`src/rtl/ldr_avalon_master.sv`:
```
// Avalon-MM initiator that runs the Levinson-Durbin slave: soft reset, R load,
// start, done poll, settle delay and coefficient readout streamed to the LPC stage.
module ldr_avalon_master #(
  parameter int READ_LATENCY  = 1,
  parameter int SETTLE_CYCLES = 5,
  parameter int POLL_TIMEOUT  = 65535,
  parameter int ORDER         = 10
) (
  input  logic        clk,
  input  logic        rst,
  input  logic        r_wr,
  input  logic [3:0]  r_idx,
  input  logic [15:0] r_data,
  input  logic        go,
  output logic        busy,
  output logic        done,
  output logic        err,
  output logic        a_valid,
  output logic [3:0]  a_idx,
  output logic [15:0] a_data,
  output logic [15:0] avm_address,
  output logic        avm_write,
  output logic [15:0] avm_writedata,
  output logic        avm_read,
  input  logic [15:0] avm_readdata
);

  localparam int PW = $clog2(POLL_TIMEOUT + 2);
  localparam int SW = $clog2(SETTLE_CYCLES + 2);

  typedef enum logic [3:0] {
    IDLE, WR_RST, WR_RCLR, WR_R, WR_START, WR_SCLR, POLL_RD, POLL_WAIT,
    SETTLE, RD_A, RD_WAIT, FIN, ERR
  } state_t;

  state_t          state;
  logic [15:0]     r_buf [ORDER+1];
  logic [3:0]      idx;
  logic [2:0]      lat_cnt;
  logic [PW-1:0]   poll_cnt;
  logic [SW-1:0]   settle_cnt;
  logic [3:0]      r_sel;
  logic [15:0]     r_fwd;

  function automatic logic [15:0] r_addr(input logic [3:0] k);
    return 16'h0030 + {8'h00, k, 4'h0};
  endfunction

  // A2 onwards skip the 0x100 slot.
  function automatic logic [15:0] a_addr(input logic [3:0] k);
    logic [3:0] km2;
    km2 = k - 4'd2;
    if (k < 4'd2)
      return 16'h00E0 + {8'h00, k, 4'h0};
    else
      return 16'h0110 + {8'h00, km2, 4'h0};
  endfunction

  always_ff @(posedge clk or posedge rst) begin
    if (rst) begin
      for (int i = 0; i <= ORDER; i++) r_buf[i] <= '0;
    end else if (r_wr && r_idx <= 4'(ORDER)) begin
      r_buf[r_idx] <= r_data;
    end
  end

  // Forward a same-cycle R write so the word put on the bus is never stale.
  always_comb begin
    r_sel = (state == WR_R) ? idx + 4'd1 : 4'd0;
    if (r_sel > 4'(ORDER)) r_sel = 4'd0;
    r_fwd = (r_wr && r_idx == r_sel) ? r_data : r_buf[r_sel];
  end

  always_ff @(posedge clk or posedge rst) begin
    if (rst) begin
      state         <= IDLE;
      busy          <= 1'b0;
      done          <= 1'b0;
      err           <= 1'b0;
      a_valid       <= 1'b0;
      a_idx         <= '0;
      a_data        <= '0;
      avm_address   <= '0;
      avm_write     <= 1'b0;
      avm_writedata <= '0;
      avm_read      <= 1'b0;
      idx           <= '0;
      lat_cnt       <= '0;
      poll_cnt      <= '0;
      settle_cnt    <= '0;
    end else begin
      avm_write <= 1'b0;
      avm_read  <= 1'b0;
      done      <= 1'b0;
      a_valid   <= 1'b0;
      case (state)
        IDLE: begin
          if (go) begin
            busy          <= 1'b1;
            err           <= 1'b0;
            state         <= WR_RST;
            avm_write     <= 1'b1;
            avm_address   <= 16'h0000;
            avm_writedata <= 16'h0001;
          end
        end
        WR_RST: begin
          state         <= WR_RCLR;
          avm_write     <= 1'b1;
          avm_address   <= 16'h0000;
          avm_writedata <= 16'h0000;
        end
        WR_RCLR: begin
          state         <= WR_R;
          idx           <= 4'd0;
          avm_write     <= 1'b1;
          avm_address   <= r_addr(4'd0);
          avm_writedata <= r_fwd;
        end
        WR_R: begin
          avm_write <= 1'b1;
          if (idx == 4'(ORDER)) begin
            state         <= WR_START;
            avm_address   <= 16'h0010;
            avm_writedata <= 16'h0001;
          end else begin
            idx           <= idx + 4'd1;
            avm_address   <= r_addr(idx + 4'd1);
            avm_writedata <= r_fwd;
          end
        end
        WR_START: begin
          state         <= WR_SCLR;
          avm_write     <= 1'b1;
          avm_address   <= 16'h0010;
          avm_writedata <= 16'h0000;
        end
        WR_SCLR: begin
          state       <= POLL_RD;
          poll_cnt    <= '0;
          avm_read    <= 1'b1;
          avm_address <= 16'h0020;
        end
        POLL_RD: begin
          state   <= POLL_WAIT;
          lat_cnt <= 3'd1;
        end
        POLL_WAIT: begin
          if (lat_cnt != 3'(READ_LATENCY)) begin
            lat_cnt <= lat_cnt + 3'd1;
          end else if (avm_readdata != 16'h0000) begin
            idx <= 4'd0;
            if (SETTLE_CYCLES == 0) begin
              state       <= RD_A;
              avm_read    <= 1'b1;
              avm_address <= a_addr(4'd0);
            end else begin
              state      <= SETTLE;
              settle_cnt <= SW'(1);
            end
          end else if (poll_cnt == PW'(POLL_TIMEOUT - 1)) begin
            state <= ERR;
          end else begin
            poll_cnt    <= poll_cnt + PW'(1);
            state       <= POLL_RD;
            avm_read    <= 1'b1;
            avm_address <= 16'h0020;
          end
        end
        SETTLE: begin
          if (settle_cnt == SW'(SETTLE_CYCLES)) begin
            state       <= RD_A;
            avm_read    <= 1'b1;
            avm_address <= a_addr(idx);
          end else begin
            settle_cnt <= settle_cnt + SW'(1);
          end
        end
        RD_A: begin
          state   <= RD_WAIT;
          lat_cnt <= 3'd1;
        end
        RD_WAIT: begin
          if (lat_cnt != 3'(READ_LATENCY)) begin
            lat_cnt <= lat_cnt + 3'd1;
          end else begin
            a_valid <= 1'b1;
            a_idx   <= idx;
            a_data  <= avm_readdata;
            if (idx == 4'(ORDER)) begin
              state <= FIN;
            end else begin
              idx         <= idx + 4'd1;
              state       <= RD_A;
              avm_read    <= 1'b1;
              avm_address <= a_addr(idx + 4'd1);
            end
          end
        end
        FIN: begin
          done  <= 1'b1;
          busy  <= 1'b0;
          state <= IDLE;
        end
        ERR: begin
          err   <= 1'b1;
          busy  <= 1'b0;
          state <= IDLE;
        end
        default: state <= IDLE;
      endcase
    end
  end

endmodule

```
`config.mk`:
```
export PLATFORM = sky130hd
export DESIGN_NAME = ldr_avalon_master
export DESIGN_NICKNAME = d
export VERILOG_FILES = /design/src/rtl/ldr_avalon_master.sv
export SDC_FILE = /design/constraint.sdc
export NUM_CORES = 1
export LEC_CHECK = 0
export CAP_MARGIN = 15
export CORE_MARGIN = 8
export CORE_UTILIZATION = 43
export CTS_CLUSTER_DIAMETER = 30
export DETAILED_ROUTE_END_ITERATION = 8
export PLACE_DENSITY = 0.63
export RECOVER_POWER = 50
export SETUP_SLACK_MARGIN = 0.2
export SLEW_MARGIN = 25
export SYNTH_ARGS = -nofsm -noshare
export SYNTH_HDL_FRONTEND = slang
export SYNTH_SLANG_ARGS = --single-unit
```
`constraint.sdc`:
```
create_clock -name clk -period 15.3 [get_ports clk]
set_clock_uncertainty 0.2 [all_clocks]
set_input_delay 3.06 -clock clk [delete_from_list [all_inputs] [get_ports clk]]
set_output_delay 3.06 -clock clk [all_outputs]
set_load 0.02 [all_outputs]
```
==> reports/summary.txt, run 1 <==
crit share post-route: 0.513
status: complete, but fails checks
Post-synth top flop: dfrtp_1
asr flop ratio synth: 1.00
FF-to-FF path depth: 8
Num CTS Buffers: 55
# fillers: 2568
H-Tree Depth: 2
dpl cell area: 14200 um^2
Final setup violation count: 0
Worst IR Drop VDD: 0.115 mV
CP Cell Sequence: dlygate4sd3_1 -> clkinvlp_2 -> clkbuf_1 -> buf_16
sequential area share after synthesis: 0.489
Worst slew margin: -3.03
final instance area: 16200 um^2
largest net degree at the start of global routing: 138
vias in the first global route: 10.0k
Post-Synthesis Cell Area: 13000 um^2
post-layout min period: 7.85 ns
hold depth: 2
CP arrival: 8.37 ns
# DRC: 0
n_diodes: 0
dpl ws: 9.57 ns
Max-Cap Viols: 1
first-pass GRT wire length: 56400 um
WP data required: 15.82 ns
Pleak: 6.90 nW
worst-skew pair later-pin latency: 0.56 ns
Synth Area per Inst: 11.0 um^2
DRT iter0 DRCs: 709
critical path class: in2async
largest cells by area after synthesis: dfrtp_1, mux2_2, nand2_1, nand3_1, clkbuf_1
CTS sink count: 255
max-slew violations: 138
WL final: 34900 um
die width: 190 um
Critical R2R Launch: idx[0]
Post-DRT Antenna Nets: 0
Largest delay share family, worst path: buffers and inverters
total number of yosys warnings: 0
#FFs+latches synth: 255
# hold bufs at CTS: 0
total die area: 36200 um^2
initial core utilization: 0.438
Max Fclk: 0.127 GHz
area of the core: 29800 um^2
Area growth syn-to-layout: 24.3%
area occupied by registers: 6380 um^2
gr ovfl total: 0
Hold Path Class: reg2reg
cell taking the most area after synthesis: dfrtp_1
EDFF count, synth: 0
worst slew pin tran: 6.01 ns
initial antenna violation count: 1
Resize count post-CTS: 0
Top Ports: 98
First-pass DRT Iterations: 5
Worst path slowest cell: clkinvlp_2
drt wl/cell: 20.7 um
Detailed Place HPWL: 21400 um
Hold Crit Start: a_idx[1]
port bufs: 87
final hold violations: 0
Worst Setup End Kind: async pin
synth cell count leaders: dfrtp_1, mux2_2, nand2_1
Worst Hold End: a_idx[1]
Critical Path Max Stage Delay: 3.33 ns
most frequent cell after synthesis: dfrtp_1
fraction of layout cells with a size suffix above 1: 0.278
Synth cell types: 77
failing checks: max-capacitance violations, max-slew violations
RD Place Congestion: 0.852
Vias/cell: 5.79
worst-case clock buffer depth: 3
CP startpoint kind: input pin
via count: 9752
floorplan row count: 63
cell count after synthesis: 1182
fin nets: 1305
CTS tree: yes
total power: 3.16 mW
Worst R2R Setup Slack: 10.81 ns
setup TNS: 0 ns
setup bufs post-CTS: 0
fin worst setup slack: 7.45 ns
Die Y: 190 um
Critical R2R Capture: avm_writedata[13]
area of the multi-input gates: 6250 um^2
CP Max Fanout: 137
clock-pin slew on the worst setup and hold paths: 0.05 ns
PD cells: 195 nW/um^2
Total GRT Usage: 0.194
top cell type's share of synthesized area: 0.489
Worst Path Buf+Inv: 4
Root Driver: clkbuf_16
RSZ-0062 raised after global routing: false
==> worst max-delay path by stage <==
stage | from | endpoint | slack [ns] | depth (start not counted)
finish | rst | poll_cnt[4] | 7.45 | 4
global route | rst | poll_cnt[0] | 6.44 | 4
CTS | r_wr | r_buf[114] | 10.12 | 4
detailed placement | r_wr | r_buf[112] | 9.57 | 4
global placement | r_wr | r_buf[121] | 9.63 | 4
floorplan | rst | a_data[0] | 5.03 | 1
==> cell usage in the layout (no fill, tap or decap), types with 19 or more instances in the layout <==
cell,netlist,layout
dfrtp_1,255,255
mux2_2,211,211
nand2_1,142,142
clkdlybuf4s50_1,0,68
clkbuf_16,0,55
nand3_1,48,47
nor2_1,50,44
a31oi_1,36,35
o21ai_0,25,25
and2_1,23,22
a21oi_1,21,21
dlygate4sd3_1,0,19
==> worst register-to-register path: cells and delay by family, from the launching register on <==
family / cells / cell delay [ns]
AND/OR/NAND/NOR: 3 / 1.25
AO/OA/AOI/OAI: 3 / 1.01
flip-flops: 1 / 0.88
adder cells (fa/ha/maj): 1 / 0.72
buffers and inverters: 1 / 0.35
==> report_power, final <==
group / switching, mW / internal, mW / total (mW)
logic: 0.491 / 0.424 / 0.915
clock network: 0.398 / 0.872 / 1.27
registers: 0.127 / 0.852 / 0.979
==> area by class of cell <==
class	instances	share of cell area
Timing Repair Buffer	102	0.0610
Multi-Input combinational cell	818	0.386
Sequential cell	255	0.394
Clock inverter	37	0.0330
Inverter	16	0.00378
Tap cell	390	0.0301
Clock buffer	67	0.0926
==> state kept, by name, indices dropped and copies added (netlist names) <==
signal	cells
a_data	16
a_idx	4
a_valid	1
avm_address	6
avm_read	1
avm_write	1
avm_writedata	16
busy	1
done	1
err	1
idx	4
lat_cnt	3
poll_cnt	17
r_buf	176
settle_cnt	3
state	4
==> logic make-up after synthesis <==
kind of cell	Yosys count	synth area share
AND/OR/NAND/NOR	347	0.132
flip-flops	255	0.489
multiplexers	219	0.189
AO/OA/AOI/OAI	199	0.115
buffers and inverters	118	0.0406
XOR/XNOR	26	0.0180
adder cells (fa/ha/maj)	17	0.0163
other	1	0.000287
==> metal layers <==
| metal | vias to the layer above | share of wire | track usage |
|---|---|---|---|
| li1 | 4442 | - | - |
| met1 | 4928 | 0.45 | 0.263 |
| met2 | 305 | 0.47 | 0.308 |
| met3 | 75 | 0.056 | 0.0339 |
| met4 | 2 | 0.028 | 0.0704 |
| met5 | - | 0.00034 | 0 |
==> stage by stage <==
stage / hold slack [ns] / cells / utilization
global placement: 0.263 / 1580 / 0.474
finish: 0.279 / 1685 / 0.544
CTS: 0.285 / 1684 / 0.543
global route: 0.308 / 1685 / 0.544
floorplan: 0.272 / 1191 / -
detailed placement: 0.275 / 1580 / 0.475
No activity file was read; power rests on OpenSTA's default activity.
==> run 2: changes to the inputs <==
- clock period: 15.3 -> 8.2 ns (I/O delays scaled with it)
==> run 2 against run 1 <==
  * The flow still finishes with violations (max-capacitance violations, max-slew violations)
  * First-iteration DRC count increased by 12%
  * Cell area decreased by 0.92%
  * Non-clock buffer count increased by 1
  * Sequential power increased by 87%
  * Die area unchanged
  * Clock power increased by 74%
  * Worst hold slack improved by 0.0048 ns
  * Critical endpoint is now avm_writedata[4]
  * Largest cell class unchanged
  * Largest power group unchanged
  * Highest routed layer unchanged
==> reports/summary.txt, run 2 (synthesized netlist as in run 1, its figures left out) <==
total net switching power: 1.86 mW (+83%)
port bufs: 87 (unchanged)
failing checks: max-capacitance violations, max-slew violations
setup bufs post-CTS: 0 (unchanged)
Critical Path Max Stage Delay: 0.86 ns (-2.47 ns)
Die Y: 190 um (unchanged)
Num CTS Buffers: 54 (-1.8%)
total die area: 36200 um^2 (unchanged)
Hold Crit Start: a_idx[2]
worst-skew pair later-pin latency: 0.56 ns (about the same)
Worst path slowest cell: dfrtp_1
Placed Instances: 1581 (+0.063%)
# DRC: 0 (unchanged)
crit share post-route: 0.541
Int Pwr: 3.89 mW (+81%)
switching share of power: 0.324 (+0.00243)
Comb pwr share: 0.297 (+0.008)
# fillers: 2604 (+1.4%)
hold slack final: 0.284 ns (+0.00484 ns)
die width: 190 um (unchanged)
Seq pwr share: 0.318 (+0.009)
vias in the first global route: 10.1k (+0.27%)
Vias/cell: 5.81 (+0.47%)
CP arrival: 4.65 ns (-3.72 ns)
Pleak: 6.87 nW (-0.42%)
final core occ: 0.539 (-0.00500)
total power: 5.75 mW (+82%)
Critical R2R Launch: idx[0]
Worst Setup End Kind: flip-flop
Detailed Place HPWL: 21400 um (+0.11%)
largest net degree at the start of global routing: 165 (+20%)
final hold violations: 0 (unchanged)
# hold bufs at CTS: 0 (unchanged)
area of the core: 29800 um^2 (unchanged)
Post-DRT Antenna Nets: 0 (unchanged)
via count: 9780 (+0.29%)
Hold Path Class: reg2reg
worst-case clock buffer depth: 3 (unchanged)
worst slew pin tran: 1.99 ns (-4.03 ns)
critical path class: reg2reg
CP Max Fanout: 25 (-82%)
RD Place Congestion: 0.864 (+1.4%)
setup TNS: 0 ns (unchanged)
WP data required: 8.41 ns (-7.41 ns)
Largest Register: r_buf
dpl ws: 3.39 ns (-6.18 ns)
Area growth syn-to-layout: 23.1%
post-route insts no fill: 1682 (-0.18%)
CP startpoint kind: flip-flop
CP Cell Sequence: ha_1 -> xor2_2 -> inv_2 -> a21o_4 -> nand2_2 -> buf_4 -> mux2_2 -> a221oi_1 -> a31oi_1
first-pass GRT wire length: 56200 um (-0.50%)
fraction of layout cells with a size suffix above 1: 0.276 (-0.00168)
Max Fclk: 0.225 GHz
initial core utilization: 0.438 (unchanged)
Largest register FFs: 176 (unchanged)
First-pass DRT Iterations: 5 (unchanged)
final instance area: 16100 um^2 (-0.92%)
n_diodes: 0 (unchanged)
post-layout min period: 4.44 ns
drt wl/cell: 20.8 um (+0.44%)
Root Driver: clkbuf_16
initial antenna violation count: 1 (unchanged)
commonest non-fill, non-tap cells in the layout: dfrtp_1, mux2_2, nand2_1, clkdlybuf4s50_1, clkbuf_16
RSZ-0062 raised after global routing: false
Top Ports: 98 (unchanged)
Final setup violation count: 0 (unchanged)
Max-Cap Viols: 2 (+1)
Resize count post-CTS: 0 (unchanged)
WL final: 35000 um (+0.26%)
Worst IR Drop VDD: 0.203 mV (+77%)
crit path launch: idx[0]
fin worst setup slack: 3.76 ns (-3.69 ns)
H-Tree Depth: 2 (unchanged)
clock-pin slew on the worst setup and hold paths: 0.05 ns (about the same)
fin nets: 1305 (unchanged)
biggest regs: r_buf x176, poll_cnt x17
status: complete, but fails checks
clock share of power: 0.385 (-0.016)
gr ovfl total: 0 (unchanged)
floorplan row count: 63 (unchanged)
CTS tree: yes
DRT iter0 DRCs: 796 (+12%)
Worst slew margin: -0.329 (+2.70)
CTS sink count: 255 (unchanged)
dpl cell area: 14200 um^2 (+0.12%)
PD cells: 358 nW/um^2 (+83%)
commonest non-fill, non-tap cell in the layout: dfrtp_1
max-slew violations: 50 (-64%)
Total GRT Usage: 0.192 (-0.00171)
-- run 2: cell types whose count changed in the layout (fill, tap and decap cells not counted), moves of 2 or more --
cell	before	now
buf_4	10	12
clkdlybuf4s50_1	68	82
clkinv_4	2	6
nor2_1	44	46
nand2_2	0	2
inv_6	5	2
dlygate4sd3_1	19	5
bufinv_16	10	6
clkinv_2	8	12
nand2_1	142	140
nor2_2	3	1
clkinvlp_4	9	4
-- run 2: power groups by stage --
stage	Sequential [mW]	Combinational [mW]	Clock [mW]
2_1_floorplan	1.86	1.12	0
3_3_place_gp	1.83	1.67	0
3_5_place_dp	1.84	1.70	0
4_1_cts	1.83	1.71	2.25
5_1_grt	1.87	1.86	2.32
6_report	1.83	1.71	2.21
-- run 2: path summary, 6_finish.rpt --
path	depth (start not counted)	endpoint	slack, ns
worst max-delay path	9	avm_writedata[4]	3.76
worst max register to register	9	avm_writedata[4]	3.76
min in group asynchronous	2	r_buf[102]	1.72
max in group asynchronous	3	avm_address[8]	4.56
worst min register to register	2	a_idx[2]	0.28
worst min-delay path	2	a_idx[2]	0.28
-- run 2: cell type report --
class,instances,area [um^2],area share
multi-input cells,818,6230,0.388
clock buffers,69,1530,0.0953
well taps,390,488,0.0304
repair buffers,103,1000,0.0622
flip-flops and latches,255,6380,0.397
inverters,16,61.3,0.00382
clock inverters,31,370,0.0231
-- run 2: layer usage --
metal / routed length, um / GRT usage / part of all wire
met2: 16100 / 0.307 / 0.46
met1: 15800 / 0.257 / 0.45
met4: 968 / 0.0656 / 0.028
met3: 2130 / 0.0403 / 0.061
met5: 9 / 0 / 0.00026
-- run 2: worst max-delay path: cells and delay by family, from the launching register on --
family	cells	cell delay (ns)
AOI/OAI and AO/OA	3	0.71
xor gates and xnor gates	1	0.61
adders and majority gates	1	0.38
buffers and inverters	2	0.67
DFF	1	0.86
muxes	1	0.37
and+or+nand+nor	1	0.49
